--- src/rtl/ascii_preprocessor.sv ---
// Source-byte normaliser feeding the token interpreters: filter FSM, FIFO, registered output stage.
// Optional build macro COMMENT_STRIP_EN enables '#'/';' comment stripping.
module ascii_preprocessor #(
  parameter int unsigned DEPTH = 16,
  parameter int unsigned CNT_W = 16
) (
  input  logic                     clk_in,
  input  logic                     rst_in,
  input  logic                     uart_valid,
  input  logic [7:0]               uart_byte,
  input  logic                     stall_in,
  output logic                     valid_data,
  output logic [7:0]               incoming_ascii,
  output logic [CNT_W-1:0]         line_count,
  output logic [$clog2(DEPTH):0]   fifo_count,
  output logic                     overflow_flag
);

  localparam int unsigned AW = $clog2(DEPTH);
  localparam int unsigned CW = AW + 1;

  localparam logic [7:0] CH_SP  = 8'h20;
  localparam logic [7:0] CH_TAB = 8'h09;
  localparam logic [7:0] CH_CR  = 8'h0d;
  localparam logic [7:0] CH_NL  = 8'h0a;
`ifdef COMMENT_STRIP_EN
  localparam logic [7:0] CH_HASH = 8'h23;
  localparam logic [7:0] CH_SEMI = 8'h3b;

  typedef enum logic [1:0] {ST_LINE_START, ST_TEXT, ST_SPACE, ST_COMMENT} state_t;
`else
  typedef enum logic [1:0] {ST_LINE_START, ST_TEXT, ST_SPACE} state_t;
`endif

  state_t            r_state;
  state_t            w_state_nxt;
  logic              w_push;
  logic [7:0]        w_push_byte;
  logic [7:0]        w_fold;
  logic              w_is_ws;
  logic              w_is_cr;
  logic              w_is_nl;
`ifdef COMMENT_STRIP_EN
  logic              w_is_cmt;
`endif

  logic [7:0]        r_mem [DEPTH];
  logic [AW-1:0]     r_wr_ptr;
  logic [AW-1:0]     r_rd_ptr;
  logic [CW-1:0]     r_count;
  logic              r_valid;
  logic [7:0]        r_ascii;
  logic [CNT_W-1:0]  r_line_cnt;
  logic              r_ovf;
  logic              w_pop;
  logic              w_full;
  logic              w_wr;
  logic              w_drop;

  assign w_is_ws = (uart_byte == CH_SP) || (uart_byte == CH_TAB);
  assign w_is_cr = (uart_byte == CH_CR);
  assign w_is_nl = (uart_byte == CH_NL);
`ifdef COMMENT_STRIP_EN
  assign w_is_cmt = (uart_byte == CH_HASH) || (uart_byte == CH_SEMI);
`endif
  assign w_fold  = ((uart_byte >= 8'h41) && (uart_byte <= 8'h5a)) ? uart_byte + 8'h20 : uart_byte;

  // Filter FSM: decides whether the sampled byte is pushed and what it becomes
  always_comb begin
    w_state_nxt = r_state;
    w_push      = 1'b0;
    w_push_byte = w_fold;
    if (uart_valid) begin
      case (r_state)
        ST_LINE_START: begin
          if (w_is_nl) begin
            w_push = 1'b1;
          end else if (w_is_ws || w_is_cr) begin
            w_push = 1'b0;
`ifdef COMMENT_STRIP_EN
          end else if (w_is_cmt) begin
            w_state_nxt = ST_COMMENT;
`endif
          end else begin
            w_push      = 1'b1;
            w_state_nxt = ST_TEXT;
          end
        end
        ST_TEXT: begin
          if (w_is_ws) begin
            w_push      = 1'b1;
            w_push_byte = CH_SP;
            w_state_nxt = ST_SPACE;
          end else if (w_is_nl) begin
            w_push      = 1'b1;
            w_state_nxt = ST_LINE_START;
`ifdef COMMENT_STRIP_EN
          end else if (w_is_cmt) begin
            w_state_nxt = ST_COMMENT;
`endif
          end else if (!w_is_cr) begin
            w_push = 1'b1;
          end
        end
        ST_SPACE: begin
          if (w_is_nl) begin
            w_push      = 1'b1;
            w_state_nxt = ST_LINE_START;
          end else if (w_is_ws || w_is_cr) begin
            w_push = 1'b0;
`ifdef COMMENT_STRIP_EN
          end else if (w_is_cmt) begin
            w_state_nxt = ST_COMMENT;
`endif
          end else begin
            w_push      = 1'b1;
            w_state_nxt = ST_TEXT;
          end
        end
`ifdef COMMENT_STRIP_EN
        ST_COMMENT: begin
          if (w_is_nl) begin
            w_push      = 1'b1;
            w_state_nxt = ST_LINE_START;
          end
        end
`endif
        default: w_state_nxt = ST_LINE_START;
      endcase
    end
  end

  // Full FIFO still accepts a push when a pop frees the slot on the same edge
  assign w_pop  = (r_count != '0) && !stall_in;
  assign w_full = (r_count == CW'(DEPTH));
  assign w_wr   = w_push && (!w_full || w_pop);
  assign w_drop = w_push && w_full && !w_pop;

  always_ff @(posedge clk_in) begin
    if (!rst_in) begin
      r_state    <= ST_LINE_START;
      r_wr_ptr   <= '0;
      r_rd_ptr   <= '0;
      r_count    <= '0;
      r_valid    <= 1'b0;
      r_ascii    <= 8'h00;
      r_line_cnt <= '0;
      r_ovf      <= 1'b0;
    end else begin
      r_state <= w_state_nxt;
      if (w_wr) r_wr_ptr <= r_wr_ptr + AW'(1);
      if (w_pop) r_rd_ptr <= r_rd_ptr + AW'(1);
      r_count <= r_count + CW'(w_wr) - CW'(w_pop);
      if (w_drop) r_ovf <= 1'b1;
      r_valid <= w_pop;
      if (w_pop) begin
        r_ascii <= r_mem[r_rd_ptr];
        if (r_mem[r_rd_ptr] == CH_NL) r_line_cnt <= r_line_cnt + CNT_W'(1);
      end
    end
  end

  // Storage array carries no reset; only the pointers define its contents
  always_ff @(posedge clk_in) begin
    if (w_wr) r_mem[r_wr_ptr] <= w_push_byte;
  end

  assign valid_data     = r_valid;
  assign incoming_ascii = r_ascii;
  assign line_count     = r_line_cnt;
  assign fifo_count     = r_count;
  assign overflow_flag  = r_ovf;

endmodule

--- config.mk ---
export PLATFORM = sky130hd
export DESIGN_NAME = ascii_preprocessor
export DESIGN_NICKNAME = d
export VERILOG_FILES = /design/src/rtl/ascii_preprocessor.sv
export SDC_FILE = /design/constraint.sdc
export NUM_CORES = 1
export LEC_CHECK = 0
export CORE_MARGIN = 2
export CORE_UTILIZATION = 52
export CTS_CLUSTER_SIZE = 30
export DETAILED_ROUTE_END_ITERATION = 6
export GPL_TIMING_DRIVEN = 0
export HOLD_SLACK_MARGIN = 0.03
export PLACE_DENSITY = 0.71
export SLEW_MARGIN = 5
export SYNTH_ARGS = -nofsm -noshare
export SYNTH_HDL_FRONTEND = slang
export SYNTH_SLANG_ARGS = --single-unit
--- constraint.sdc ---
create_clock -name clk_in -period 3.5 [get_ports clk_in]
set_input_delay 0.35 -clock clk_in [delete_from_list [all_inputs] [get_ports clk_in]]
set_output_delay 0.35 -clock clk_in [all_outputs]
set_load 0.05 [all_outputs]
# Word level (Yosys, flattened, before mapping)
# Memory sizes are Yosys's and may differ from the RTL's. A register that Yosys moved wholly into a read port is not among the register bits.
# Cells that the tools add are included.
[op_classes]
mux = 21
magnitude_cmp = 2
addsub = 6
eq_ne = 10
reduce_logical = 16
[ops]
columns = ["op", "count"]
rows = [
  ["8-bit by 4-bit == test with 1-bit output (second input constant)", 4],
  ["8-bit two-way mux", 4],
  ["16-bit by 1-bit adder with 16-bit output (second input constant)", 1],
  ["2-bit two-way mux", 5],
  ["4-bit by 1-bit adder with 4-bit output (second input constant)", 2],
  ["8-bit by 6-bit adder with 8-bit output (second input constant)", 1],
  ["8-bit by 6-bit == test with 1-bit output (second input constant)", 1],
  ["8-bit by 7-bit >= comparator with 1-bit output (second input constant)", 1],
  ["8-bit by 7-bit less-or-equal comparator with 1-bit output (second input constant)", 1],
  ["1-bit two-way mux", 8],
  ["4-bit two-way mux", 2],
  ["2-bit case mux with 3 select lines", 1],
  ["5-bit by 1-bit adder with 5-bit output", 1],
  ["5-bit == test (second input constant)", 1],
  ["1-bit logical AND", 5],
  ["5-bit nonzero test", 1],
  ["5-bit by 1-bit subtractor with 5-bit output", 1],
  ["1-bit zero test", 3],
  ["1-bit logical OR", 3],
  ["3-bit != test (second input constant)", 1],
  ["3-bit AND reduction", 1],
  ["2-bit by 1-bit == test with 1-bit output (second input constant)", 1],
  ["2-bit == test (second input constant)", 1],
  ["2-bit zero test", 1],
  ["4 further kinds", 4],
]
[word_totals]
ramBits = 128
ff_bits = 41
output_inout_bits = 31
n_memories = 1
[mem_list]
columns = ["memory", "depth", "width", "rd", "rd_clocked_by_memory_dff", "wr", "line", "text"]
rows = [
  ["r_mem", 16, 8, 1, 1, 1, "47", "logic [7:0] r_mem [DEPTH];"],
]

# Longest topological paths before layout
# Gate-level depths: netlist of run 1.
[depth]
depth_word = 10
ltp_mapped = 14
mapped_depth_nobuf = 14

# Least setup slack after synthesis of run 1
# OpenSTA, ideal clock, no wires.
[synth_timing]
path_type = "register to register"
start = "register r_count[2], in the netlist fifo_count[2]"
end = "register r_count[4], in the netlist fifo_count[4]"
path_stages_with_launch = 15
setup_slack_ns = 0.225
t_arrival_ns = 3.202
setup_ns = 0.072
path_cell_list = "dfxtp_1 -> inv_1 -> ha_1 -> nor3b_1 -> nand3_1 -> nor3b_2 -> inv_2 -> ha_1 -> inv_1 -> ha_1 -> fa_1 -> a21oi_1 -> nor2_1 -> or3_1 -> a21oi_1"
[synth_between]
elab_chain_cells = 6
[synth_rtl]
columns = ["element", "line", "text"]
rows = [
  ["from (decl)", "50", "logic [CW-1:0] r_count;"],
  ["from (signal assigned)", "153", "r_count <= r_count + CW'(w_wr) - CW'(w_pop);"],
  ["5-bit == test or 5-bit nonzero test (tied branches)", "135, 134", ""],
  ["1-bit zero test or 1-bit logical AND (tied branches)", "136, 134", ""],
  ["1-bit logical OR", "136", "assign w_wr = w_push && (!w_full || w_pop);"],
  ["1-bit logical AND", "136", ""],
  ["5-bit by 1-bit adder with 5-bit output", "153", ""],
  ["5-bit by 1-bit subtractor with 5-bit output (*)", "153", ""],
]
# Mark *: on every way between the ends. The rest lies on a longest branch, timed or not.
# A chain may end at the register's enable or synchronous reset.

# Worst setup path after layout of run 1
[layout_timing]
start = "input port uart_byte[5]"
end = "register r_count[4], in the netlist fifo_count[4]"
[layout_between]
elab_chain_cells = 10
[layout_rtl]
columns = ["element", "line", "text"]
rows = [
  ["from (decl)", "10", "input logic [7:0] uart_byte,"],
  ["8-bit by 6-bit == test with 1-bit output or 8-bit by 4-bit == test with 1-bit output (tied branches)", "60", "assign w_is_ws = (uart_byte == CH_SP) || (uart_byte == CH_TAB);"],
  ["1-bit logical OR", "60", ""],
  ["1-bit logical OR", "78, 109", ""],
  ["1-bit two-way mux", "78, 109", ""],
  ["1-bit two-way mux", "106", "if (w_is_nl) begin"],
  ["1-bit case mux with 2 select lines (*)", "74", "case (r_state)"],
  ["1-bit two-way mux (*)", "73", "if (uart_valid) begin"],
  ["1-bit logical AND (*)", "136", ""],
  ["5-bit by 1-bit adder with 5-bit output (*)", "153", ""],
  ["5-bit by 1-bit subtractor with 5-bit output (*)", "153", ""],
]
# Marks and branches as above.

==> run_results.csv, run 1 <==
group,metric,value,unit
timing,final_hold_viol_count,0,
synth,ys_async_sr_fraction,0,%
synth,synth_area,7163,µm²
global_route,grt_pass1_wl,23470,µm
finish,area_growth_syn_to_layout,17.12,%
worst_hold_path,min_path_type,"primary input to flop",
detailed_routing,drc,0,
clocking,worstSkewPairLatency,0.43,ns
finish,drive_gt1_share,13.10,%
finish,utilization,62.85,%
finish,fin_nets,579,
die,die-area,14730,µm²
power,peakVddDrop,0.4103,mV
die,initial_core_util,53.67,%
die,die_h,121.4,µm
critical_path,setup.worst_path.end_class,"flop",
synth,synth_warnings,0,
detailed_routing,viasPerCell,5.869,
clocking,cts_tree,"done",
placement,placed_cell_area,7821,µm²
timing,final-max-slew-violation-count,0,
die,fp-row-count,42,
finish,antenna_cells,0,
clocking,clockRootBuffer,"clkbuf_16",
timing,period_needed,3.324,ns
clocking,postCtsHoldBufs,0,
placement,dp_hpwl,10020,µm
timing,finalClockSkew,0.01237,ns
global_route,antenna_found_initial,0,
clocking,clkTransAtPathRegs,0.07,ns
finish,stdcell_count,741,
synth,ys_ff_latch,173,
synth,syn_area_per_cell,14.62,µm²
die,ios,43,
global_route,grt_use_total,21.91,%
timing,period_share,94.96,%
synth,synth.distinct_cells,56,
finish,fillers,981,
detailed_routing,wl_per_cell,20.11,µm
clocking,clk_path_buf_depth,2,
critical_path,critical_path_class,"primary input to flop",
timing,rsz0062_at_grt,"no",
global_route,grt_pass1_vias,4241,
critical_path,cp_data_required_time,3.85,ns
detailed_routing,dr.pass1.iters,6,
critical_path,cp.arrival,3.67,ns
clocking,cts_buffers,17,
synth,yosysMostFrequentCell,"edfxtp_1",
synth,ys_seq_area_share,66.24,%
critical_path,cp_max_fo,8,
power,power_leakage,2.774,nW
synth,synth_area_leaders,"edfxtp_1, dfxtp_1, mux4_2",
timing,tns,0,ns
timing,slew_headroom,27.49,%
placement,finalWeightedCongestion,0.8744,
synth,yosys.area.top_type,"edfxtp_1",
synth,ys.flop_type,"edfxtp_1",
run,drv_cap,0,
detailed_routing,num_vias,4349,
timing,worst_pin_slew,1.085,ns
timing,max_freq,300.9,MHz
die,fp.dieW,121.4,µm
placement,numPortBuffers,41,
global_route,grt_overflow_total,0,
global_route,grt_max_degree,17,
clocking,htreeDepth,4,
synth,synth_edf_count,128,
power,power_density,662.1,nW/µm²
detailed_routing,dr.first_iter.drc_count,577,
synth,synth_common_cells,"edfxtp_1, dfxtp_1, nor2_1",
die,core,13350,µm²
timing,setup_viol,0,
clocking,cts_sinks,173,
synth,synth_cells,490,
detailed_routing,ant_nets,0,
run_status,status,"finished clean",
detailed_routing,wl,14900,µm
synth,synth_top_area_share,53.66,%
critical_path,cp-start-kind,"primary input",
finish,finalInstanceArea,8389,µm²
power,total_power,5.555,mW
placement,place_inst,708,
synth,synth_nets,516,
[stage by stage]
step	worst slack [ns]	hold slack, ns
2_1_floorplan	0.2255	0.4847
3_3_place_gp	-0.3972	0.4573
3_5_place_dp	-0.4344	0.4629
4_1_cts	0.07073	0.3499
5_1_grt	0.004934	0.3727
6_report	0.1763	0.3559
[sequential cells by signal, indices dropped and copies added (netlist names), named ones only]
| name | count |
|---|---|
| r_rd_ptr | 4 |
| fifo_count | 5 |
| r_state | 2 |
| overflow_flag | 1 |
| line_count | 16 |
| r_mem | 128 |
| valid_data | 1 |
| incoming_ascii | 8 |
| r_wr_ptr | 4 |
[final cells by class]
| type | instances | area [µm²] | area share (%) |
|---|---|---|---|
| plain buffers | 23 | 132.6 | 1.581 |
| clock buffers | 18 | 429.2 | 5.116 |
| clock inverters | 13 | 117.6 | 1.402 |
| inverters | 15 | 56.30 | 0.6711 |
| multi-input cells | 279 | 2256 | 26.89 |
| flip-flops and latches | 173 | 4745 | 56.55 |
| well taps | 176 | 220.2 | 2.625 |
| repair buffers | 44 | 432.9 | 5.160 |
[timing repair]
action / in CTS / in global routing
cloned: 0 / 0
endpoints found under the setup margin: 1 / 1
gates resized for setup: 1 / 0
pin swaps: 0 / 1
buffers inserted: 0 / 2
[power by group]
part           internal, mW  total (mW)  switching, mW  leakage, nW
sequential             2.32        2.38         0.0675         1.52
clock                 0.980        1.77          0.786        0.264
combinational         0.592        1.40          0.812        0.988
[metal layers]
metal	up-vias	track usage (%)	part of all wire [%]
li1	2012	-	-
met5	-	0	0
met4	0	6.537	2.0
met1	2150	28.69	42
met2	161	36.31	50
met3	26	5.639	6.1
[path summary, 6_finish.rpt]
check,startpoint,to,slack (ns),depth (start not counted)
worst max-delay path,uart_byte[5],fifo_count[4]$_SDFF_PN0_,0.18,14
worst min-delay path,rst_in,line_count[15]$_SDFFE_PN0P_,0.36,2
worst max register to register,flop,line_count[11]$_SDFFE_PN0P_,0.30,11
worst min register to register,overflow_flag$_SDFFE_PN0P_,overflow_flag$_SDFFE_PN0P_,0.48,2
[kinds of logic after synthesis]
family          count (synthesis)  share of synthesized area, %
fa+ha+maj                      14                         2.550
flops                         173                         66.24
compound gates                 81                         7.371
mux                            42                         10.46
xor+xnor                       10                         1.223
simple gates                  132                         9.520
buf+inv                        38                         2.637
[critical path: stages]
cell and delay [ns]:
clkdlybuf4s50_1 0.59, and3b_1 0.20, o211ai_1 0.32, o21ai_1 0.18, nor3b_4 0.32, inv_2 0.09
ha_1 0.29, inv_1 0.04, ha_1 0.19, fa_1 0.41, a21oi_1 0.17, nor2_1 0.06
or3_1 0.34, a21oi_1 0.13
[placed cells by master (no fill, tap or decap), types with 8 or more instances in the layout]
| cell type | count |
|---|---|
| edfxtp_1 | 128 |
| dfxtp_1 | 45 |
| nor2_1 | 44 |
| clkdlybuf4s50_1 | 41 |
| a21oi_1 | 30 |
| mux4_2 | 25 |
| nand2_1 | 24 |
| clkbuf_16 | 17 |
| mux2i_1 | 16 |
| clkbuf_1 | 15 |
| ha_1 | 13 |
| inv_1 | 12 |
| a22oi_1 | 10 |
| nand3_1 | 9 |
| o31ai_1 | 8 |
| or4_1 | 8 |
Power figures use the tool's default switching activity.
==> run 2: changes to the inputs <==
--- a/config.mk
+++ b/config.mk
@@ -6,13 +6,11 @@
 export NUM_CORES = 1
 export LEC_CHECK = 0
 export CORE_MARGIN = 2
-export CORE_UTILIZATION = 52
+export CORE_UTILIZATION = 43
 export CTS_CLUSTER_SIZE = 30
 export DETAILED_ROUTE_END_ITERATION = 6
 export GPL_TIMING_DRIVEN = 0
 export HOLD_SLACK_MARGIN = 0.03
-export PLACE_DENSITY = 0.71
-export SLEW_MARGIN = 5
 export SYNTH_ARGS = -nofsm -noshare
 export SYNTH_HDL_FRONTEND = slang
 export SYNTH_SLANG_ARGS = --single-unit
==> run_results.csv, run 2 (synthesis results as in run 1) <==
group,metric,value,unit
critical_path,worstReg2RegEnd,"line_count[12]$_SDFFE_PN0P_",
power,p_int,3.891,mW
critical_path,crit_path_end,"fifo_count[4]$_SDFF_PN0_",
clocking,cts_buffers,17,
clocking,clockRootBuffer,"clkbuf_16",
critical_path,startpoint,"uart_byte[5]",
power,sw_frac_of_total,29.84,%
worst_hold_path,hp-start,"rst_in",
critical_path,crit_cells,14,
clocking,postCtsHoldBufs,0,
critical_path,r2r_slack,0.32,ns
die,fp.dieW,133.1,µm
detailed_routing,wl,15310,µm
timing,slew_headroom,18.53,%
critical_path,cp-start-kind,"primary input",
detailed_routing,dr.pass1.iters,4,
worst_hold_path,min_path_type,"primary input to flop",
global_route,grt_use_total,18.39,%
clocking,worstSkewPairLatency,0.42,ns
critical_path,cp.arrival,3.55,ns
die,fp-row-count,47,
finish,layout_commonest_cell,"edfxtp_1",
finish,fin_nets,581,
timing,period_share,91.42,%
global_route,grt_overflow_total,0,
run_status,status,"finished clean",
global_route,grt_pass1_wl,24050,µm
critical_path,slowest_stage,"clkdlybuf4s50_1",
timing,tns,0,ns
timing,worst_pin_slew,1.213,ns
critical_path,critical_path_class,"primary input to flop",
detailed_routing,wl_per_cell,19.45,µm
timing,finalClockSkew,0.007279,ns
finish,largest_register_ffs,128,
detailed_routing,drc,0,
die,ios,43,
critical_path,crit_buf_inv,3,
timing,period_needed,3.200,ns
clocking,cts_sinks,173,
critical_path,setup.worst_path.end_class,"flop",
finish,top_register,"r_mem",
finish,drive_gt1_share,13.05,%
timing,final-max-slew-violation-count,0,
critical_path,critPathTopFamily,"simple AND/OR/NAND/NOR gates",
power,power_density,656.0,nW/µm²
die,die-area,17710,µm²
die,core,16410,µm²
critical_path,cp_data_required_time,3.85,ns
detailed_routing,num_vias,4300,
power,peakVddDrop,0.4022,mV
placement,dp_slack,-0.4720,ns
placement,finalWeightedCongestion,0.8771,
detailed_routing,ant_nets,0,
critical_path,max_stage_delay,0.61,ns
finish,mostFrequentLayoutCells,"edfxtp_1, dfxtp_1, nor2_1, clkdlybuf4s50_1, a21oi_1",
critical_path,cp_max_fo,8,
timing,max_freq,312.5,MHz
power,p_seq_share,43.1,%
placement,numPortBuffers,41,
finish,antenna_cells,0,
clocking,clk_path_buf_depth,2,
global_route,antenna_found_initial,0,
power,pwr-share-comb,25.3,%
critical_path,r2r_cells,11,
global_route,grt_pass1_vias,4225,
run,drv_cap,0,
placement,dp_hpwl,10600,µm
detailed_routing,viasPerCell,5.464,
die,die_h,133.1,µm
power,switching_power,1.655,mW
clocking,htreeDepth,4,
timing,setup_ws,0.3004,ns
power,power_leakage,2.773,nW
die,initial_core_util,43.66,%
clocking,clkTransAtPathRegs,0.07,ns
detailed_routing,dr.first_iter.drc_count,279,
timing,final_hold_viol_count,0,
global_route,grt_max_degree,17,
critical_path,critical_path.cell_chain,"clkdlybuf4s50_1 > and3b_1 > o211ai_1 > o21ai_1 > nor3b_4 > inv_2 > ha_1 > inv_1 > ha_1 > fa_1 > a21oi_1 > nor2_1 > or3_1 > a21oi_1",
timing,setup_viol,0,
clocking,cts_tree,"done",
power,clock_power_share,31.6,%
timing,rsz0062_at_grt,"no",
finish,area_growth_syn_to_layout,18.01,%
run 2: cell types whose count changed in the layout (fill, tap and decap cells not counted):
cell and delta:
buf_4 +2, clkinv_2 -2, clkinv_1 +1, clkinv_4 -1, clkinvlp_2 +1, inv_6 +1, nor3_1 +1, nor3_2 -1
run 2: power groups by stage:
stage	combinational (mW)	sequential (mW)	clock (mW)
CTS	1.41	2.39	1.79
floorplan	0.832	2.61	0
finish	1.40	2.39	1.75
detailed placement	1.41	2.44	0
global placement	1.39	2.43	0
global route	1.52	2.40	1.88
run 2: area by class of cell:
class	count	area, µm²
flip-flops and latches	173	4745
repair buffers	46	447.9
fillers	1386	7954
well taps	220	275.3
plain buffers	23	132.6
multi-input cells	279	2251
inverters	15	56.30
clock buffers	18	429.2
clock inverters	13	116.4
run 2: worst min-delay path by stage:
stage / to / slack (ns) / cells past startpoint
after floorplan: flop / 0.48 / 2
after global placement: overflow_flag$_SDFFE_PN0P_ / 0.46 / 2
after detailed placement: overflow_flag$_SDFFE_PN0P_ / 0.46 / 2
after CTS: line_count[15]$_SDFFE_PN0P_ / 0.35 / 2
after global routing: line_count[15]$_SDFFE_PN0P_ / 0.38 / 2
final: line_count[15]$_SDFFE_PN0P_ / 0.36 / 2
run 2: through the flow:
stage,utilization [%],std cells,cell area [µm²],total power [mW],hold WS [ns]
after detailed placement,47.88,752,7856,3.842,0.4645
after CTS,51.24,783,8407,5.595,0.3476
after global placement,47.84,751,7849,3.822,0.4625
after global routing,51.52,787,8453,5.813,0.3834
final,51.52,787,8453,5.546,0.3571
after floorplan,-,490,7163,3.439,0.4847
run 2: timing repair:
item / CTS / global route
setup buffers: 0 / 4
resized for setup: 1 / 3
endpoints found under the setup margin: 8 / 25
pin swaps: 0 / 1
hold endpoints to repair: 0 / 0
run 2: metal layers:
metal / routed length (µm) / global-route usage [%] / share of wire [%]
met5: 0 / 0 / 0
met4: 223 / 6.272 / 1.5
met2: 7381 / 29.10 / 48
met3: 680 / 4.330 / 4.4
met1: 7024 / 25.15 / 46
